==> config.mk <==
export PLATFORM = sky130hd
export DESIGN_NAME = histogram_bar_renderer_flat
export DESIGN_NICKNAME = d
export VERILOG_FILES = /design/src/rtl/histogram_bar_renderer_if.sv /design/src/rtl/histogram_bar_renderer.sv /design/src/flat_wrapper.sv
export SDC_FILE = /design/constraint.sdc
export NUM_CORES = 1
export LEC_CHECK = 0
export ABC_CLOCK_PERIOD_IN_PS = 10900
export BUFFER_PORTS_ARGS = -buffer_cell sky130_fd_sc_hd__buf_2
export CORE_MARGIN = 1
export CORE_UTILIZATION = 60
export CTS_CLUSTER_SIZE = 14
export DETAILED_ROUTE_END_ITERATION = 10
export GPL_ROUTABILITY_DRIVEN = 0
export MAX_ROUTING_LAYER = met4
export PLACE_DENSITY = 0.84
export SLEW_MARGIN = 10
export SYNTH_ARGS = -nofsm -noshare
export SYNTH_HDL_FRONTEND = slang
export SYNTH_SLANG_ARGS = --single-unit
==> constraint.sdc <==
create_clock -name iClk -period 10.9 [get_ports iClk]
set_input_delay 1.09 -clock iClk [delete_from_list [all_inputs] [get_ports iClk]]
set_output_delay 1.09 -clock iClk [all_outputs]
set_load 0.005 [all_outputs]
==> src/rtl/histogram_bar_renderer_if.sv <==
// Raster pixel stream: scan position in, rendered pixel colour out.
// Shared by the bar renderer and whatever drives the scan.
interface histogram_bar_renderer_if #(
    parameter int unsigned XY_W = 11
);
    logic            iValid;
    logic [XY_W-1:0] X_Cont;
    logic [XY_W-1:0] Y_Cont;
    logic            oValid;
    logic [7:0]      oRed;
    logic [7:0]      oGreen;
    logic [7:0]      oBlue;
    logic [7:0]      oPixel;

    modport master (
        output iValid, X_Cont, Y_Cont,
        input  oValid, oRed, oGreen, oBlue, oPixel
    );

    modport slave (
        input  iValid, X_Cont, Y_Cont,
        output oValid, oRed, oGreen, oBlue, oPixel
    );
endinterface

==> src/rtl/histogram_bar_renderer.sv <==
// Renders an NCH-channel histogram as vertical bars in a plot window.
// Fixed 3-cycle pipeline around a 1-cycle-latency bin RAM read.
module histogram_bar_renderer #(
    parameter int unsigned NCH     = 1,
    parameter int unsigned ADDR_W  = 8,
    parameter int unsigned VAL_W   = 20,
    parameter int unsigned X_ORG   = 16,
    parameter int unsigned Y_ORG   = 40,
    parameter int unsigned BIN_PIX = 3,
    parameter int unsigned PLOT_H  = 400,
    parameter int unsigned XY_W    = 11
) (
    input  logic                     iClk,
    input  logic                     iRst,
    histogram_bar_renderer_if.slave  pix,
    input  logic [NCH*VAL_W-1:0]     iHistoValue,
    input  logic [VAL_W-1:0]         iMaxValue,
    input  logic                     iMarkerEn,
    input  logic [ADDR_W-1:0]        iThreshBin,
    output logic [ADDR_W-1:0]        oHistoAddr
);
    localparam int unsigned X_END = X_ORG + BIN_PIX * (2 ** ADDR_W);
    localparam int unsigned Y_END = Y_ORG + PLOT_H;
    localparam int unsigned H_W   = (PLOT_H > 1) ? $clog2(PLOT_H) : 1;
    localparam int unsigned P_W   = VAL_W + $clog2(PLOT_H + 1);

    logic [XY_W-1:0]   x_in, y_in;
    logic [31:0]       x32, y32;
    logic              in_plot;
    logic [ADDR_W-1:0] bin;
    logic [2:0]        lit;

    // Stage 1: geometry
    logic v1_q, v1_d, in1_q, in1_d, mk1_q, mk1_d;
    logic [H_W-1:0]    h1_q, h1_d;
    logic [VAL_W-1:0]  max1_q, max1_d;
    logic [ADDR_W-1:0] histo_addr_q, histo_addr_d;
    // RAM wait stage
    logic v2_q, v2_d, in2_q, in2_d, mk2_q, mk2_d;
    logic [H_W-1:0]    h2_q, h2_d;
    logic [VAL_W-1:0]  max2_q, max2_d;
    // Stage 2: products
    logic v3_q, v3_d, in3_q, in3_d, mk3_q, mk3_d, mz3_q, mz3_d;
    logic [NCH-1:0][P_W-1:0] vp3_q, vp3_d;
    logic [P_W-1:0]          hm3_q, hm3_d;
    // Stage 3: colour
    logic       valid_q, valid_d;
    logic [7:0] red_q, red_d, green_q, green_d, blue_q, blue_d, pixel_q, pixel_d;

    always_comb begin
        x_in    = pix.X_Cont;
        y_in    = pix.Y_Cont;
        x32     = 32'(x_in);
        y32     = 32'(y_in);
        in_plot = (x32 >= X_ORG) && (x32 < X_END) && (y32 >= Y_ORG) && (y32 < Y_END);
        bin     = ADDR_W'((x32 - X_ORG) / BIN_PIX);

        v1_d         = pix.iValid;
        in1_d        = in_plot;
        histo_addr_d = in_plot ? bin : '0;
        h1_d         = in_plot ? H_W'((Y_END - 1) - y32) : '0;
        mk1_d        = iMarkerEn && in_plot && (bin == iThreshBin);
        max1_d       = iMaxValue;

        v2_d   = v1_q;
        in2_d  = in1_q;
        mk2_d  = mk1_q;
        h2_d   = h1_q;
        max2_d = max1_q;

        // Full-width products: v*PLOT_H > h*max is the ceil-height test without division
        v3_d  = v2_q;
        in3_d = in2_q;
        mk3_d = mk2_q;
        mz3_d = (max2_q == '0);
        vp3_d = '0;
        for (int unsigned c = 0; c < NCH; c++) begin
            vp3_d[c] = P_W'(iHistoValue[c*VAL_W +: VAL_W]) * P_W'(PLOT_H);
        end
        hm3_d = P_W'(h2_q) * P_W'(max2_q);

        lit = '0;
        for (int unsigned c = 0; c < NCH; c++) begin
            lit[c] = in3_q && !mz3_q && (vp3_q[c] > hm3_q);
        end

        valid_d = v3_q;
        red_d   = '0;
        green_d = '0;
        blue_d  = '0;
        pixel_d = '0;
        if (v3_q) begin
            if (mk3_q) begin
                red_d   = '1;
                pixel_d = 8'h80;
            end else if (NCH == 1) begin
                if (lit[0]) begin
                    red_d   = '1;
                    green_d = '1;
                    blue_d  = '1;
                    pixel_d = '1;
                end
            end else begin
                red_d   = {8{lit[0]}};
                green_d = {8{lit[1]}};
                blue_d  = {8{lit[2]}};
                pixel_d = (|lit) ? 8'hFF : 8'h00;
            end
        end
    end

    always_ff @(posedge iClk) begin
        if (iRst) begin
            v1_q <= '0; in1_q <= '0; mk1_q <= '0; h1_q <= '0; max1_q <= '0;
            histo_addr_q <= '0;
            v2_q <= '0; in2_q <= '0; mk2_q <= '0; h2_q <= '0; max2_q <= '0;
            v3_q <= '0; in3_q <= '0; mk3_q <= '0; mz3_q <= '0;
            vp3_q <= '0; hm3_q <= '0;
            valid_q <= '0; red_q <= '0; green_q <= '0; blue_q <= '0; pixel_q <= '0;
        end else begin
            v1_q <= v1_d; in1_q <= in1_d; mk1_q <= mk1_d; h1_q <= h1_d; max1_q <= max1_d;
            histo_addr_q <= histo_addr_d;
            v2_q <= v2_d; in2_q <= in2_d; mk2_q <= mk2_d; h2_q <= h2_d; max2_q <= max2_d;
            v3_q <= v3_d; in3_q <= in3_d; mk3_q <= mk3_d; mz3_q <= mz3_d;
            vp3_q <= vp3_d; hm3_q <= hm3_d;
            valid_q <= valid_d; red_q <= red_d; green_q <= green_d; blue_q <= blue_d;
            pixel_q <= pixel_d;
        end
    end

    assign oHistoAddr = histo_addr_q;
    assign pix.oValid = valid_q;
    assign pix.oRed   = red_q;
    assign pix.oGreen = green_q;
    assign pix.oBlue  = blue_q;
    assign pix.oPixel = pixel_q;
endmodule

==> src/flat_wrapper.sv <==
// flat-port wrapper written by rule: the top's interface ports become plain ports
module histogram_bar_renderer_flat 
#(
    parameter int unsigned NCH     = 1,
    parameter int unsigned ADDR_W  = 8,
    parameter int unsigned VAL_W   = 20,
    parameter int unsigned X_ORG   = 16,
    parameter int unsigned Y_ORG   = 40,
    parameter int unsigned BIN_PIX = 3,
    parameter int unsigned PLOT_H  = 400,
    parameter int unsigned XY_W    = 11
)
  (iClk, iRst, iHistoValue, iMaxValue, iMarkerEn, iThreshBin, oHistoAddr, pix_iValid, pix_X_Cont, pix_Y_Cont, pix_oValid, pix_oRed, pix_oGreen, pix_oBlue, pix_oPixel);
  histogram_bar_renderer_if #(.XY_W(XY_W)) pix_i ();
  input  logic iClk;
  input  logic iRst;
  input  logic [NCH*VAL_W-1:0] iHistoValue;
  input  logic [VAL_W-1:0] iMaxValue;
  input  logic iMarkerEn;
  input  logic [ADDR_W-1:0] iThreshBin;
  output logic [ADDR_W-1:0] oHistoAddr;
  input wire logic [$bits(pix_i.iValid)-1:0] pix_iValid;
  input wire logic [$bits(pix_i.X_Cont)-1:0] pix_X_Cont;
  input wire logic [$bits(pix_i.Y_Cont)-1:0] pix_Y_Cont;
  output wire logic [$bits(pix_i.oValid)-1:0] pix_oValid;
  output wire logic [$bits(pix_i.oRed)-1:0] pix_oRed;
  output wire logic [$bits(pix_i.oGreen)-1:0] pix_oGreen;
  output wire logic [$bits(pix_i.oBlue)-1:0] pix_oBlue;
  output wire logic [$bits(pix_i.oPixel)-1:0] pix_oPixel;
  assign pix_i.iValid = pix_iValid;
  assign pix_i.X_Cont = pix_X_Cont;
  assign pix_i.Y_Cont = pix_Y_Cont;
  assign pix_oValid = pix_i.oValid;
  assign pix_oRed = pix_i.oRed;
  assign pix_oGreen = pix_i.oGreen;
  assign pix_oBlue = pix_i.oBlue;
  assign pix_oPixel = pix_i.oPixel;
  histogram_bar_renderer #(.NCH(NCH), .ADDR_W(ADDR_W), .VAL_W(VAL_W), .X_ORG(X_ORG), .Y_ORG(Y_ORG), .BIN_PIX(BIN_PIX), .PLOT_H(PLOT_H), .XY_W(XY_W)) u_core (.iClk(iClk), .iRst(iRst), .pix(pix_i), .iHistoValue(iHistoValue), .iMaxValue(iMaxValue), .iMarkerEn(iMarkerEn), .iThreshBin(iThreshBin), .oHistoAddr(oHistoAddr));
endmodule
==> impl_metrics.py, run 1 <==
metrics = {
    "placed_design": {
        "placed_cell_area_um2": 13920,
        "portBuffers": 114,
        "dp_hpwl_um": 21120,
    },
    "clocking": {
        "clkLatencyLatePin_ns": 0.43,
        "post_cts_buffers": 0,
        "clk_pin_slew_worst_paths_ns": 0.06,
        "cts.path.max_buffers": 2,
        "cts_inserted_buffers": 17,
        "root_buffer": "clkbuf_16",
        "cts_tree": "done",
        "clock_sinks": 133,
        "holdBufCountCts": 0,
        "ctsResizeCount": 0,
        "cts_max_level": 4,
    },
    "finish": {
        "drive_above_1_share_pct": 10.87,
        "antenna_cells": 0,
        "layout.nets": 1963,
        "final_area_um2": 14570,
        "syn_to_final_growth_pct": 8.207,
    },
    "yosys": {
        "synthAdderAreaFrac_pct": 35.13,
        "synthCells": 1556,
        "seq_area_frac_synth_pct": 19.78,
        "synth.cell_area_um2": 13460,
        "synthArstFlopShare_pct": 0,
        "yosys_warnings": 0,
        "synth-xor-area-share_pct": 3.448,
        "syn_area_per_cell_um2": 8.651,
        "yosysUniqueCellTypes": 76,
        "synth_ff_type": "dfxtp_1",
        "synth_top_family_by_area": "adder cells",
        "synth_edf_count": 0,
        "synthSimpleGateAreaFrac_pct": 20.20,
        "ys_seq_elements": 133,
        "synth_compound_area_share_pct": 10.81,
        "synthMuxAreaShare_pct": 0.4833,
    },
    "job": {
        "maxCapViolCount": 0,
    },
    "hold_path": {
        "holdPathStages": 1,
        "hold_end": "u_core.in3_q",
        "min_from": "u_core.in2_q",
        "hold_path.class": "flop to flop",
    },
    "sta": {
        "worstMarginPinSlew_ns": 0.9343,
        "setup_violations": 0,
        "max_freq_mhz": 125.9,
        "hold_violations": 0,
        "fin_crit_sh_pct": 72.89,
        "finalCriticalPeriod_ns": 7.945,
        "finClkSkew_ns": 0.008418,
        "max_slew_margin_pct": 37.50,
        "slew_viol_final": 0,
        "setup_tns_ns": 0,
        "rsz0062_at_grt": "no",
    },
    "global_routing": {
        "grt_pass1_wl_um": 48640,
        "antenna_found_initial": 0,
        "grt_util_all_layers_pct": 27.32,
        "grt_pass1_vias": 10780,
        "overflow": 0,
        "grt_max_degree": 74,
    },
    "floorplan": {
        "start_util_pct": 61.49,
        "num_rows": 54,
        "dieArea_um2": 23040,
        "die_y_um": 151.8,
        "pin_count": 115,
        "core_um2": 21890,
        "die_w_um": 151.8,
    },
    "critical_path": {
        "reg2reg_depth": 22,
        "worstSetupEndpointType": "flop",
        "crit_path_start_kind": "input pin",
        "r2r_slack_ns": 4.55,
        "cp_data_arrival_time_ns": 8.27,
        "required_ns": 11.23,
        "critPathKind": "input pin to flop",
        "reg2reg_from": "u_core.h2_q[2]",
        "rr_endpoint": "u_core.hm3_q[28]",
        "crit_fanout": 14,
    },
    "routing": {
        "wl_per_cell_um": 15.12,
        "drt-vias-per-instance": 5.664,
        "vias": 10710,
        "drt_wl_total_um": 28580,
        "dr.pass1.iters": 6,
        "drt_iter0_markers": 640,
        "drtAntennaViolNets": 0,
        "drc": 0,
    },
    "power": {
        "max-vdd-ir-drop_uv": 74.68,
        "power.density_nw_per_um2": 111.0,
        "power.leakage_nw": 7.442,
        "finalPower_w": 0.001616,
    },
    "status": {
        "status": "finished clean",
    },
}
metal layers:
layer | wire length, um | GRT usage (%) | vias to the layer above
met5 | 0 | - | -
met4 | 1007 | 11.58 | 0
met3 | 1664 | 4.850 | 106
met2 | 14660 | 47.36 | 390
met1 | 11250 | 30.91 | 5143
li1 | - | - | 5066
cell usage after synthesis (12+ instances only):
cell type | number | area [um^2]
inv_1 | 228 | 855.8
nand2_1 | 160 | 600.6
ha_1 | 150 | 1877
fa_1 | 142 | 2843
dfxtp_1 | 133 | 2663
nor2b_1 | 84 | 525.5
nor2_1 | 75 | 281.5
and2_1 | 69 | 431.7
clkbuf_1 | 64 | 240.2
a21oi_1 | 57 | 285.3
o21ai_0 | 42 | 210.2
nor3_1 | 34 | 170.2
buf_4 | 32 | 240.2
xnor2_1 | 29 | 254.0
xor2_1 | 24 | 210.2
a21o_1 | 23 | 172.7
nand3_1 | 22 | 110.1
nand2b_1 | 16 | 100.1
a211oi_1 | 13 | 97.59
nand4_1 | 12 | 75.07
nor4_1 | 12 | 75.07
state kept, by name (all words and copies together), names as in the netlist, 8 cells and up:
register,flops
u_core.h1_q,9
u_core.h2_q,9
u_core.hm3_q,29
u_core.max1_q,20
u_core.max2_q,20
u_core.oHistoAddr,8
u_core.vp3_q,25
report_power, final:
part	internal [W]	switching, W	total [W]
Sequential	0.000523	0.0000206	0.000543
Clock	0.000402	0.000225	0.000626
Combinational	0.000199	0.000248	0.000447
layout make-up:
| type | count | area (um^2) |
|---|---|---|
| clock buffer | 21 | 470.5 |
| timing repair buffer | 118 | 603.1 |
| multi-input combinational | 1099 | 9452 |
| sequential | 133 | 2663 |
| inverter | 228 | 855.8 |
| tap | 280 | 350.3 |
| clock inverter | 11 | 172.7 |
| fill | 1683 | 7325 |
cells in the final DEF (no fill, tap or decap), types with 29 or more instances in the layout:
master | Yosys | final
dfxtp_1 | 133 | 133
nor3_1 | 34 | 34
o21ai_0 | 42 | 42
xnor2_1 | 29 | 29
a21oi_1 | 57 | 57
ha_1 | 150 | 150
inv_1 | 228 | 228
nor2b_1 | 84 | 84
nor2_1 | 75 | 75
buf_2 | 3 | 113
fa_1 | 142 | 142
and2_1 | 69 | 69
nand2_1 | 160 | 160
worst max-delay path, cell delays in order:
cell	delay, ns
buf_2	0.19
nor2_1	0.24
nand3_1	0.19
nor3_1	0.52
ha_1	0.39
xor2_1	0.27
a21oi_1	0.13
a2111oi_4	0.54
nand3_1	0.14
mux4_2	0.51
o21ai_1	0.50
or2_4	0.30
o311ai_4	0.11
a2111oi_4	0.60
o21ai_0	0.24
mux2_2	0.31
a21oi_1	0.15
ha_1	0.28
inv_1	0.15
nand2_1	0.13
nand2_1	0.06
o41ai_1	0.33
a221oi_1	0.15
o2111a_1	0.28
xor2_1	0.16
a2111oi_2	0.32
worst max-delay path by stage:
stage	from	to	slack [ns]	cells after the start
6_report	pix_X_Cont[7]	u_core.mk1_q	2.95	26
5_1_grt	pix_X_Cont[7]	u_core.mk1_q	2.37	26
4_1_cts	pix_X_Cont[7]	u_core.mk1_q	3.12	26
3_5_place_dp	pix_X_Cont[7]	u_core.mk1_q	2.73	26
3_3_place_gp	pix_X_Cont[4]	u_core.mk1_q	3.10	26
2_1_floorplan	pix_X_Cont[4]	u_core.mk1_q	3.83	27
cell families after synthesis:
kind of cell	Yosys count
other	1
DFF	133
buffers and inverters	328
AOI/OAI and AO/OA	211
muxes	5
xor gates and xnor gates	53
adders and majority gates	293
and+or+nand+nor	532
metrics by stage:
| stage | util (%) | worst slack (ns) | hold WS (ns) | std cells |
|---|---|---|---|---|
| detailed placement | 63.60 | 2.734 | 0.4204 | 1858 |
| floorplan | - | 3.830 | 0.4013 | 1560 |
| global route | 66.54 | 2.372 | 0.4464 | 1890 |
| global placement | 63.60 | 3.097 | 0.4166 | 1858 |
| CTS | 66.54 | 3.121 | 0.4347 | 1890 |
| finish | 66.54 | 2.955 | 0.4335 | 1890 |
Note: power is estimated with default switching activity, not from simulation.
==> inputs of run 2 (changes only) <==
--- a/config.mk
+++ b/config.mk
@@ -5,15 +5,16 @@
 export SDC_FILE = /design/constraint.sdc
 export NUM_CORES = 1
 export LEC_CHECK = 0
-export ABC_CLOCK_PERIOD_IN_PS = 10900
+export ABC_AREA = 1
+export ABC_CLOCK_PERIOD_IN_PS = 6900
 export BUFFER_PORTS_ARGS = -buffer_cell sky130_fd_sc_hd__buf_2
 export CORE_MARGIN = 1
-export CORE_UTILIZATION = 60
+export CORE_UTILIZATION = 56
 export CTS_CLUSTER_SIZE = 14
 export DETAILED_ROUTE_END_ITERATION = 10
 export GPL_ROUTABILITY_DRIVEN = 0
 export MAX_ROUTING_LAYER = met4
-export PLACE_DENSITY = 0.84
+export PLACE_DENSITY = 0.83
 export SLEW_MARGIN = 10
 export SYNTH_ARGS = -nofsm -noshare
 export SYNTH_HDL_FRONTEND = slang
==> constraint.sdc (replaced) <==
create_clock -name iClk -period 6.9 [get_ports iClk]
set_input_delay 0.69 -clock iClk [delete_from_list [all_inputs] [get_ports iClk]]
set_output_delay 0.69 -clock iClk [all_outputs]
set_load 0.005 [all_outputs]
==> impl_metrics.py, run 2 <==
metrics = {
    "yosys": {
        "yosysUniqueCellTypes": 43,
        "yosysTopAreaCell": "fa_1",
        "synth_most_common_cell": "inv_1",
        "ys_seq_elements": 133,
        "syn_area_per_cell_um2": 7.800,
        "yosys-top-cells-area": "fa_1, dfxtp_1, ha_1",
        "synthArstFlopShare_pct": 0,
        "synth-xor-area-share_pct": 0.7695,
        "seq_area_frac_synth_pct": 20.99,
        "synth_top_family_by_area": "adder cells",
        "synthCells": 1626,
        "synth_compound_area_share_pct": 8.277,
        "synth_ff_type": "dfxtp_1",
        "yosys-top-cells-count": "inv_1, nand2_1, ha_1, fa_1, dfxtp_1",
        "synth_edf_count": 0,
        "yosys_warnings": 0,
        "synth.cell_area_um2": 12680,
        "synthSimpleGateAreaFrac_pct": 16.67,
        "synthMuxAreaShare_pct": 0,
        "synthAdderAreaFrac_pct": 37.21,
        "synth.top_cell.area_share_pct": 22.42,
    },
    "clocking": {
        "clock_sinks": 133,
        "holdBufCountCts": 0,
        "post_cts_buffers": 0,
        "root_buffer": "clkbuf_16",
        "cts_max_level": 4,
        "ctsResizeCount": 0,
        "cts.path.max_buffers": 2,
        "cts_tree": "done",
        "clkLatencyLatePin_ns": 0.42,
        "clk_pin_slew_worst_paths_ns": 0.06,
        "cts_inserted_buffers": 17,
    },
    "floorplan": {
        "core_um2": 22030,
        "num_rows": 54,
        "pin_count": 115,
        "dieArea_um2": 23250,
        "die_y_um": 152.5,
        "die_w_um": 152.5,
        "start_util_pct": 57.58,
    },
    "status": {
        "failed_checks": "DRC",
        "status": "complete, but fails checks",
    },
    "routing": {
        "drt-vias-per-instance": 5.047,
        "drtAntennaViolNets": 0,
        "vias": 10000,
        "drc": 4,
        "drt_iter0_markers": 623,
        "drt_wl_total_um": 25050,
        "dr.pass1.iters": 8,
        "wl_per_cell_um": 12.64,
    },
    "power": {
        "max-vdd-ir-drop_uv": 145.6,
        "power_switching_w": 0.0007569,
        "finalPower_w": 0.002427,
        "p_clk_share_pct": 40.0,
        "p_int_w": 0.001670,
        "combPwrFrac_pct": 24.9,
        "swShare_pct": 31.19,
        "power.density_nw_per_um2": 174.6,
        "power.leakage_nw": 8.154,
        "seqPwrFrac_pct": 35.1,
    },
    "placed_design": {
        "portBuffers": 114,
        "dpl_worst_slack_ns": 0.4758,
        "dp_hpwl_um": 19780,
        "placed_cell_area_um2": 13260,
    },
    "finish": {
        "drive_above_1_share_pct": 11.99,
        "top_register": "u_core.hm3_q",
        "largest_register_ffs": 29,
        "antenna_cells": 0,
        "most-common-layout-cells": "inv_1, nand2_1, ha_1",
        "final_area_um2": 13900,
        "largest_registers": "u_core.hm3_q (29), u_core.vp3_q (25)",
        "syn_to_final_growth_pct": 9.629,
        "fillers": 1802,
        "layout_commonest_cell": "inv_1",
        "layout.nets": 2055,
    },
    "global_routing": {
        "grt_pass1_wl_um": 43790,
        "grt_max_degree": 99,
        "grt_pass1_vias": 10020,
        "grt_util_all_layers_pct": 23.81,
        "overflow": 0,
        "antenna_found_initial": 0,
    },
    "critical_path": {
        "crit_fanout": 9,
        "slowest_delay_ns": 0.56,
        "critPathKind": "flop to flop",
        "required_ns": 7.20,
        "crit_path_start_kind": "flop",
        "cp_slowest_cell": "fa_1",
        "cp_data_arrival_time_ns": 6.60,
        "worst_path_most_repeated_cell": "nand2_1",
        "worstSetupEndpointType": "flop",
    },
    "sta": {
        "fin_crit_sh_pct": 91.30,
        "hold_violations": 0,
        "rsz0062_at_grt": "no",
        "finalCriticalPeriod_ns": 6.300,
        "setup_tns_ns": 0,
        "finClkSkew_ns": 0.008991,
        "setup_violations": 0,
        "max_slew_margin_pct": 31.29,
        "max_freq_mhz": 158.7,
        "worstMarginPinSlew_ns": 1.031,
        "slew_viol_final": 0,
        "setup_slack_ns": 0.6002,
    },
    "job": {
        "maxCapViolCount": 0,
    },
    "hold_path": {
        "hold_path.class": "flop to flop",
    },
}
-- run 2: cell types whose count changed after synthesis, moves of 13 or more --
cell	previous run	this run
a211oi_1	13	0
nor2_1	75	118
nand2_2	0	17
and2_1	69	0
nand2b_1	16	0
xor2_1	24	6
xnor2_1	29	2
nor3_1	34	19
a21oi_1	57	83
nor2b_1	84	0
clkbuf_1	64	44
a21o_1	23	0
nand2_1	160	286
inv_1	228	429
-- run 2: worst paths after layout --
path | from | slack, ns | endpoint | cells past startpoint
max | u_core.h2_q[0] | 0.60 | u_core.hm3_q[28] | 37
min | u_core.h1_q[3] | 0.39 | u_core.h2_q[3] | 2
max reg2reg | u_core.h2_q[0] | 0.60 | u_core.hm3_q[28] | 37
min reg2reg | u_core.h1_q[3] | 0.39 | u_core.h2_q[3] | 2
-- run 2: per-stage QoR --
step,utilization (%),std cells,hold WS [ns]
floorplan,-,1630,0.3883
global placement,60.19,1950,0.3932
detailed placement,60.19,1950,0.3922
CTS,63.03,1982,0.4002
global route,63.12,1982,0.4093
finish,63.12,1982,0.3929
-- run 2: worst max-delay path: cells and delay by family, from the launching register on --
family | cells | cell delay, ns
simple gates | 13 | 1.16
compound gates | 14 | 1.86
flops | 1 | 0.53
buf+inv | 5 | 0.26
fa+ha+maj | 5 | 2.39
-- run 2: cells by family (layout without fill, tap and decap cells) --
logic type	after synthesis	in the layout
AOI/OAI and AO/OA	178	178
xor gates and xnor gates	9	9
adders and majority gates	292	292
buffers and inverters	512	584
DFF	133	133
other	1	5
and+or+nand+nor	501	501
-- run 2: power by group through the flow --
stage               Sequential (W)  Combinational (W)  Clock [W]
finish                    0.000851           0.000604   0.000972
global route              0.000856           0.000697    0.00102
CTS                       0.000850           0.000606   0.000984
detailed placement        0.000866           0.000596          0
global placement          0.000865           0.000567          0
floorplan                 0.000847           0.000473          0
-- run 2: final cells by class --
class / instances / area (um^2) / share of cell area, %
Tap cell: 280 / 350.3 / 2.520
Clock buffer: 18 / 429.2 / 3.087
Multi-Input combinational cell: 985 / 8011 / 57.62
Inverter: 431 / 1618 / 11.64
Clock inverter: 14 / 197.7 / 1.422
Timing Repair Buffer: 121 / 625.6 / 4.500
Sequential cell: 133 / 2671 / 19.21
-- run 2: routing by layer --
| layer | up-vias | track usage [%] | wire [um] |
|---|---|---|---|
| li1 | 4962 | - | - |
| met1 | 4677 | 26.57 | 9882 |
| met2 | 295 | 41.85 | 12900 |
| met3 | 70 | 4.209 | 1312 |
| met4 | 0 | 10.25 | 962 |
| met5 | - | - | 0 |
